## src/rtl/score_scan_driver_if.sv

```systemverilog
// -----------------------------------------------------------------------------
// score_scan_driver_if
//
// Bundles the score/load handshake and the per-digit scan outputs of
// score_scan_driver into one interface.
//
//   value     [13:0]  binary score, sampled when a load is accepted
//   load              single-cycle conversion request
//   dp_mask   [3:0]   decimal point per digit (bit i <-> select i), live
//   busy              conversion in progress, load ignored while high
//   ovf               last accepted value was > 9999 and got clamped
//   select    [1:0]   active digit, 0 = ones (rightmost), 3 = thousands
//   digit_val [3:0]   BCD digit for select, always 0..9
//   dp                decimal point for select, active-high
//
// master: the score source / downstream consumer side (drives value, load,
//         dp_mask; observes the scan outputs).
// slave : the score_scan_driver itself.
// -----------------------------------------------------------------------------
interface score_scan_driver_if;
  logic [13:0] value;
  logic        load;
  logic [3:0]  dp_mask;
  logic        busy;
  logic        ovf;
  logic [1:0]  select;
  logic [3:0]  digit_val;
  logic        dp;

  modport master (
    output value, load, dp_mask,
    input  busy, ovf, select, digit_val, dp
  );

  modport slave (
    input  value, load, dp_mask,
    output busy, ovf, select, digit_val, dp
  );
endinterface : score_scan_driver_if

```

## src/rtl/score_scan_driver.sv

```systemverilog
// -----------------------------------------------------------------------------
// score_scan_driver
//
// Converts a 14-bit binary score (clamped to 0..9999) to four BCD digits with
// a sequential shift-add-3 (double-dabble) engine, holds the result in a
// display register and time-multiplexes the four digits for a downstream
// seven-segment driver. The scan side never waits on the converter: a new
// score simply replaces the display register on the conversion's last edge.
//
// Parameters
//   REFRESH_DIV  src_clk cycles per digit slot (must be >= 2)
//
// Ports
//   src_clk      single clock, rising edge
//   src_rst      asynchronous, active-high reset
//   bus          score_scan_driver_if.slave (value/load/dp_mask in,
//                busy/ovf/select/digit_val/dp out, all outputs registered)
// -----------------------------------------------------------------------------
module score_scan_driver #(
  parameter int unsigned REFRESH_DIV = 100000
) (
  input  logic                  src_clk,
  input  logic                  src_rst,
  score_scan_driver_if.slave    bus
);

  localparam int unsigned PRESC_W   = (REFRESH_DIV > 1) ? $clog2(REFRESH_DIV) : 1;
  localparam logic [3:0]  LAST_ITER = 4'd13;
  localparam logic [13:0] MAX_SCORE = 14'd9999;

  typedef enum logic {
    IDLE = 1'b0,
    CONV = 1'b1
  } state_e;

  // ---------------------------------------------------------------------------
  // State
  // ---------------------------------------------------------------------------
  state_e               state_q,   state_d;
  logic [3:0]           iter_q,    iter_d;
  // {bcd[15:0], bin[13:0]}
  logic [29:0]          work_q,    work_d;
  logic                 busy_q,    busy_d;
  logic                 ovf_q,     ovf_d;
  logic [15:0]          disp_q,    disp_d;

  logic [PRESC_W-1:0]   presc_q,   presc_d;
  logic [1:0]           sel_q,     sel_d;
  logic [3:0]           digit_q,   digit_d;
  logic                 dp_q,      dp_d;

  // Working register after the add-3 correction and after the shift.
  logic [29:0]          work_adj;
  logic [29:0]          work_shl;
  logic                 tick;

  // ---------------------------------------------------------------------------
  // Double-dabble step: correct every BCD nibble that would overflow past 9
  // when doubled, then shift {bcd, bin} left so the bin MSB enters the bcd LSB.
  // A nibble is at most 9 going in, so the +3 never leaves 4 bits.
  // ---------------------------------------------------------------------------
  always_comb begin
    // NOTE: every variable driven here gets a default first, so no path can
    // leave it unassigned and infer a latch.
    work_adj = work_q;
    for (int i = 0; i < 4; i++) begin
      if (work_adj[14 + 4*i +: 4] >= 4'd5) begin
        work_adj[14 + 4*i +: 4] = work_adj[14 + 4*i +: 4] + 4'd3;
      end
    end
    work_shl = {work_adj[28:0], 1'b0};
  end

  // ---------------------------------------------------------------------------
  // Conversion FSM
  // ---------------------------------------------------------------------------
  always_comb begin
    state_d = state_q;
    iter_d  = iter_q;
    work_d  = work_q;
    busy_d  = busy_q;
    ovf_d   = ovf_q;
    disp_d  = disp_q;

    unique case (state_q)
      IDLE: begin
        if (bus.load) begin
          work_d  = {16'd0, (bus.value > MAX_SCORE) ? MAX_SCORE : bus.value};
          ovf_d   = (bus.value > MAX_SCORE);
          busy_d  = 1'b1;
          iter_d  = 4'd0;
          state_d = CONV;
        end
      end

      CONV: begin
        // A load arriving here is dropped, not queued.
        work_d = work_shl;
        iter_d = iter_q + 4'd1;
        if (iter_q == LAST_ITER) begin
          // Only a finished conversion ever reaches the display register.
          disp_d  = work_shl[29:14];
          busy_d  = 1'b0;
          state_d = IDLE;
        end
      end

      default: state_d = IDLE;
    endcase
  end

  // ---------------------------------------------------------------------------
  // Scan: prescaler defines the slot, select advances on its terminal count.
  // digit_val/dp are looked up with the select value being registered on the
  // same edge, so the three outputs always describe the same digit.
  // ---------------------------------------------------------------------------
  always_comb begin
    tick    = (presc_q == PRESC_W'(REFRESH_DIV - 1));
    presc_d = tick ? '0 : presc_q + PRESC_W'(1);
    sel_d   = tick ? sel_q + 2'd1 : sel_q;
    digit_d = disp_q[4*sel_d +: 4];
    dp_d    = bus.dp_mask[sel_d];
  end

  // ---------------------------------------------------------------------------
  // Registers
  // ---------------------------------------------------------------------------
  // NOTE: the display register is a plain 16-bit flop bank, not a memory, so
  // it is reset along with everything else; a reset must blank the display.
  always_ff @(posedge src_clk or posedge src_rst) begin
    if (src_rst) begin
      state_q <= IDLE;
      iter_q  <= 4'd0;
      work_q  <= '0;
      busy_q  <= 1'b0;
      ovf_q   <= 1'b0;
      disp_q  <= '0;
      presc_q <= '0;
      sel_q   <= 2'd0;
      digit_q <= 4'd0;
      dp_q    <= 1'b0;
    end else begin
      // NOTE: non-blocking assignments here so every flop samples the
      // pre-edge value of every other flop, independent of statement order.
      state_q <= state_d;
      iter_q  <= iter_d;
      work_q  <= work_d;
      busy_q  <= busy_d;
      ovf_q   <= ovf_d;
      disp_q  <= disp_d;
      presc_q <= presc_d;
      sel_q   <= sel_d;
      digit_q <= digit_d;
      dp_q    <= dp_d;
    end
  end

  assign bus.busy      = busy_q;
  assign bus.ovf       = ovf_q;
  assign bus.select    = sel_q;
  assign bus.digit_val = digit_q;
  assign bus.dp        = dp_q;

endmodule : score_scan_driver
```

## src/flat_wrapper.sv

```systemverilog
// flat-port wrapper written by rule: the top's interface ports become plain ports
module score_scan_driver_flat 
#(
  parameter int unsigned REFRESH_DIV = 100000
)
  (src_clk, src_rst, bus_value, bus_load, bus_dp_mask, bus_busy, bus_ovf, bus_select, bus_digit_val, bus_dp);
  score_scan_driver_if bus_i ();
  input  logic src_clk;
  input  logic src_rst;
  input wire logic [$bits(bus_i.value)-1:0] bus_value;
  input wire logic [$bits(bus_i.load)-1:0] bus_load;
  input wire logic [$bits(bus_i.dp_mask)-1:0] bus_dp_mask;
  output wire logic [$bits(bus_i.busy)-1:0] bus_busy;
  output wire logic [$bits(bus_i.ovf)-1:0] bus_ovf;
  output wire logic [$bits(bus_i.select)-1:0] bus_select;
  output wire logic [$bits(bus_i.digit_val)-1:0] bus_digit_val;
  output wire logic [$bits(bus_i.dp)-1:0] bus_dp;
  assign bus_i.value = bus_value;
  assign bus_i.load = bus_load;
  assign bus_i.dp_mask = bus_dp_mask;
  assign bus_busy = bus_i.busy;
  assign bus_ovf = bus_i.ovf;
  assign bus_select = bus_i.select;
  assign bus_digit_val = bus_i.digit_val;
  assign bus_dp = bus_i.dp;
  score_scan_driver #(.REFRESH_DIV(REFRESH_DIV)) u_core (.src_clk(src_clk), .src_rst(src_rst), .bus(bus_i));
endmodule
```

## config.mk

```make
export PLATFORM = sky130hd
export DESIGN_NAME = score_scan_driver_flat
export DESIGN_NICKNAME = d
export VERILOG_FILES = /design/src/rtl/score_scan_driver_if.sv /design/src/rtl/score_scan_driver.sv /design/src/flat_wrapper.sv
export SDC_FILE = /design/constraint.sdc
export NUM_CORES = 1
export LEC_CHECK = 0
export CORE_UTILIZATION = 48
export CTS_CLUSTER_SIZE = 14
export DETAILED_ROUTE_END_ITERATION = 10
export GPL_TIMING_DRIVEN = 0
export HOLD_SLACK_MARGIN = 0.05
export PLACE_DENSITY_LB_ADDON = 0.3
export RECOVER_POWER = 50
export SYNTH_ARGS = -nofsm -noshare
export SYNTH_HDL_FRONTEND = slang
export SYNTH_SLANG_ARGS = --single-unit
```

## constraint.sdc

```tcl
create_clock -name src_clk -period 4.1 [get_ports src_clk]
set_clock_uncertainty 0.15 [all_clocks]
set_input_delay 1.23 -clock src_clk [delete_from_list [all_inputs] [get_ports src_clk]]
set_output_delay 1.23 -clock src_clk [all_outputs]
set_load 0.01 [all_outputs]
```

Word level (Yosys, flattened, before mapping)
Index checks and enable logic that the tools add are counted.

Bits of input ports: 21. Output and inout port bits: 9. Logic and storage cells: 51. Register bits after elaboration: 77.

Shifts and indexed selects: 1. Equal/unequal tests: 4. Bitwise logic cells: 1. $add $sub $neg: 7. Muxes and demuxes: 19. Reductions and logical operators: 3. Order comparisons: 6.

Operators by type and width (number): one-hot mux 30 bit (2 select lines) (1); 2-to-1 mux 30 bit (1); adder 17 x 1 -> 17 bit, second input constant (1); == test 17 bit, second input constant (1); 2-to-1 mux 17 bit (1); greater-or-equal comparator 4 x 3 -> 1 bit, second input constant (4); 2-to-1 mux 4 bit (4); indexed part select 16 x 5 -> 4 bit (1); > comparator 14 bit, second input constant (1); 2-to-1 mux 14 bit (1); adder 4 x 2 -> 4 bit, second input constant (3); one-hot mux 4 bit (2 select lines) (1); AND reduction 2 bit (3); 2-to-1 mux 1 bit (5); adder 4 x 1 -> 4 bit, second input constant (1); == test 4 bit, second input constant (1); inequality test 2 bit, second input constant (2); one-hot mux 1 bit (2 select lines) (2); adder 3 x 2 -> 3 bit, second input constant (1); less-than comparator 2 x 3 -> 1 bit, second input constant (1); 2-to-1 mux 3 bit (1); adder 2 x 1 -> 2 bit, second input constant (1); binary-select mux 1 bit (select 2 bit) (1); 2-to-1 mux 2 bit (1); inverter 1 bit (1).

Longest topological paths before layout
Depth in word-level cells: 4. Gate-level depth with buffers: 7. Depth with buffers taken out: 6.

Worst setup path after synthesis
OpenSTA, ideal clock, no wires.

Kind: input to register. Start: in bus_load. End: reg u_core.work_q[1]. Library setup time: 0.128 ns. Buffers on the path: 2. Cell stages on the path: 5. Required time: 3.822 ns. Slack: 1.575 ns. Data arrival time: 2.247 ns. Cells stage by stage: clkbuf_1 -> clkbuf_1 -> mux2_2 -> mux2i_1 -> nand2_1.

Word-level cells in the longest chain between the ends: 1.

Ends and longest elaborated chain: from (decl) (line flat_wrapper.sv:11) `input wire logic [$bits(bus_i.load)-1:0] bus_load;`; inequality test 2 bit (no line); to (signal assigned) (line score_scan_driver.sv:147) `work_q <= work_d;`; to (decl) (line score_scan_driver.sv:42) `logic [29:0] work_q, work_d;`.

No other way between the ends. A chain may end at the register's enable or synchronous reset.

Worst setup path after layout
Start: in bus_value[6]. End: reg u_core.work_q[4].

Word-level cells in the longest chain between the ends: 4.

Ends and longest elaborated chain: from (decl) (line flat_wrapper.sv:10) `input wire logic [$bits(bus_i.value)-1:0] bus_value;`; > comparator 14 bit (line score_scan_driver.sv:88) `work_d = {16'd0, (bus.value > MAX_SCORE) ? MAX_SCORE : bus.value};`; 2-to-1 mux 14 bit (line score_scan_driver.sv:88); 2-to-1 mux 30 bit (line score_scan_driver.sv:87) `if (bus.load) begin`; one-hot mux 30 bit (2 select lines) (line score_scan_driver.sv:85) `unique case (state_q)`.

No other way between the ends. The select of a mux whose other input is x is not followed.

==> flow_metrics.tcl <==
set metrics [dict create \
    numClockSinks 77 \
    outcome "complete, but fails checks" \
    path_max_fanout 4 \
    grt.overflow.total 0 \
    yosysWarnings 0 \
    synth_area_um2 3990 \
    cp.depth 5 \
    switching_power_uw 1000 \
    post-route-period-util 0.670 \
    holdCritPathClass "flip-flop to flip-flop" \
    slowest_delay_ps 420 \
    postCtsSetupBuffers 0 \
    ant_nets 0 \
    maxCapViolCount 1 \
    drive_gt1_frac 0.107 \
    nets 446 \
    synth_top_family_by_area "simple AND/OR/NAND/NOR gates" \
    cp.required_ps 4240 \
    synthMuxAreaShare 0.122 \
    rows 32 \
    final_common_cell "dfrtp_1" \
    cts_hold_buf 0 \
    dpl_cell_area_um2 4420 \
    drt-total-wl_mm 7.83 \
    path_delay_family "compound AO/OA/AOI/OAI gates" \
    final_cells 521 \
    final_cell_mix "dfrtp_1, nand2_1, mux2i_1" \
    gp_congestion 0.734 \
    vias 2827 \
    core-area_um2 7890 \
    switching_share 0.350 \
    p_per_area_nw_per_um2 623 \
    grt_pass1_vias 2936 \
    crit_path_end_kind "flip-flop" \
    die_area_um2 8670 \
    synth_compound_area_frac 0.0926 \
    relSlewSlack -0.0660 \
    root_buffer "clkbuf_8" \
    drtIter0Drc 114 \
    dp_hpwl_mm 5.64 \
    p_leak_uw 0.00218 \
    cts.htree.levels 3 \
    drv_slew 35 \
    post-route-min-period_ps 2750 \
    n_fill_cell 648 \
    ys_types 45 \
    syn_avg_cell_area_um2 10.7 \
    synth_seq_cells 77 \
    wl_per_cell_um 15.0 \
    clock_latency_ps 350 \
    clkTransAtPathRegs_ps 80 \
    syn-num-nets 406 \
    violations "capacitance limit, slew limit" \
    hold_path_depth 1 \
    crit_path_top_delay_cell "clkdlybuf4s50_1" \
    yosysSeqAreaShare 0.484 \
    antenna_found_initial 0 \
    p_int_uw 1870 \
    finalHoldViolations 0 \
    synth-xor-area-share 0.0462 \
    combPwrFrac 0.359 \
    cp.arrival_ps 2880 \
    synthCells 374 \
    dr.pass1.iters 4 \
    placed_cells 505 \
    grtUsageTotal 0.205 \
    critPathKind "primary input to flip-flop" \
    io_pins 30 \
    cts_tree "done" \
    pwr-share-seq 0.418 \
    route.detailed.drc 0 \
    setup_tns_ps 0 \
    diodes 0 \
    crit_buf_inv 1 \
    fmax_ghz 0.364 \
    grt_max_degree 44 \
    finalPower_uw 2870 \
    pwr-share-clk 0.224 \
    finalSetupViolations 0 \
    rsz0062_at_grt "no" \
    yosys.area_share.simple 0.185 \
    final_area_um2 4610 \
    crit_chain "clkdlybuf4s50_1 > nor4_1 > o21ai_0 > a21oi_1 > a221o_1" \
    start_util 0.505 \
    via_per_inst 5.43 \
    tightest_slew_ps 1590 \
    areaGrowthSynthToFinish_pct 15.7 \
    ctsResizeCount 0 \
    synth_fa_ha_area_frac 0.0345 \
    die_x_um 93.1 \
    worstSetupStartpointType "primary input" \
    final_core_util 0.585 \
    cts_buffers 9 \
    reg2regPathDepth 7 \
    dieHeight_um 93.1 \
    peakVddDrop_mv 0.232 \
    io_buffer_count 28 \
    cts_buffer_depth 2 \
    grt_pass1_wl_mm 13.9 \
]
[sequential cells by signal (all words and copies together), names as in the netlist]
name                  cells
u_core.bus.busy           1
u_core.bus.digit_val      4
u_core.bus.dp             1
u_core.bus.ovf            1
u_core.bus.select         2
u_core.disp_q            16
u_core.iter_q             4
u_core.presc_q           17
u_core.state_q            1
u_core.work_q            30
[final cells by class]
| class | count | area [um^2] | area share |
|---|---|---|---|
| multi-input cells | 269 | 1910 | 0.414 |
| clock buffers | 9 | 124 | 0.0269 |
| repair buffers | 29 | 300 | 0.0651 |
| plain buffers | 17 | 81.3 | 0.0176 |
| well taps | 102 | 128 | 0.0277 |
| flip-flops and latches | 77 | 1930 | 0.418 |
| clock inverters | 7 | 100 | 0.0217 |
| inverters | 11 | 42.5 | 0.00923 |
[synth_stat cells (all sizes together)]
| cell type | number | share of area |
|---|---|---|
| a221o | 4 | 0.010 |
| xnor2 | 11 | 0.024 |
| o221a | 4 | 0.011 |
| and3 | 3 | 0.0047 |
| nor4 | 1 | 0.0016 |
| mux2 | 16 | 0.046 |
| o21ai | 23 | 0.029 |
| nor3 | 1 | 0.0013 |
| buf | 6 | 0.012 |
| a21oi | 13 | 0.016 |
| a22o | 2 | 0.0044 |
| ha | 11 | 0.035 |
| nand3 | 12 | 0.015 |
| and4 | 2 | 0.0050 |
| a211o | 1 | 0.0022 |
| nand3b | 1 | 0.0019 |
| nor3b | 16 | 0.030 |
| a211oi | 1 | 0.0019 |
| o21a | 1 | 0.0019 |
| mux2i | 30 | 0.076 |
| nand2b | 19 | 0.030 |
| nor2 | 23 | 0.022 |
| a21o | 4 | 0.0075 |
| o311ai | 1 | 0.0022 |
| xor2 | 10 | 0.022 |
| clkbuf | 11 | 0.013 |
| nand4 | 5 | 0.0094 |
| and2 | 5 | 0.0088 |
| nor4b | 1 | 0.0060 |
| inv | 11 | 0.010 |
| o41ai | 1 | 0.0022 |
| o31ai | 2 | 0.0038 |
| nor2b | 5 | 0.0078 |
| and4bb | 2 | 0.0063 |
| nand2 | 38 | 0.036 |
| dfrtp | 77 | 0.48 |
[metrics by stage]
step	hold slack (ps)	setup WS [ps]
detailed placement	302	1050
floorplan	272	753
global route	357	1160
finish	317	1350
CTS	315	1380
global placement	286	-507
[logic make-up (layout without fill, tap and decap cells)]
family | count (synthesis) | after routing
AOI/OAI and AO/OA | 57 | 57
buffers and inverters | 28 | 73
muxes | 46 | 46
xor gates and xnor gates | 21 | 21
adders and majority gates | 11 | 11
and+or+nand+nor | 134 | 134
DFF | 77 | 77
[path summary, 6_finish.rpt]
path,startpoint,endpoint,slack (ps)
min in group asynchronous,src_rst,u_core.work_q[6]$_DFFE_PP0P_,1560
max in group asynchronous,src_rst,u_core.presc_q[7]$_DFF_PP0_,1410
worst max-delay path,bus_value[6],u_core.work_q[4]$_DFFE_PP0P_,1350
worst min-delay path,u_core.presc_q[0]$_DFF_PP0_,u_core.presc_q[0]$_DFF_PP0_,320
worst min register to register,u_core.presc_q[0]$_DFF_PP0_,u_core.presc_q[0]$_DFF_PP0_,320
worst max register to register,u_core.presc_q[0]$_DFF_PP0_,u_core.bus.dp$_DFF_PP0_,1550
[power by group through the flow]
stage	sequential [uW]	clock (uW)	combinational [uW]
2_1_floorplan	1170	0	774
3_3_place_gp	1200	0	998
6_report	1200	643	1030
5_1_grt	1230	681	1170
4_1_cts	1200	652	1050
3_5_place_dp	1210	0	1050
[metal layers]
| layer | vias up | part of all wire | global-route usage |
|---|---|---|---|
| li1 | 1385 | - | - |
| met1 | 1388 | 0.50 | 0.280 |
| met2 | 43 | 0.46 | 0.335 |
| met3 | 11 | 0.027 | 0.0301 |
| met4 | 0 | 0.014 | 0.0718 |
| met5 | - | 0 | 0 |
Power figures use the tool's default switching activity.
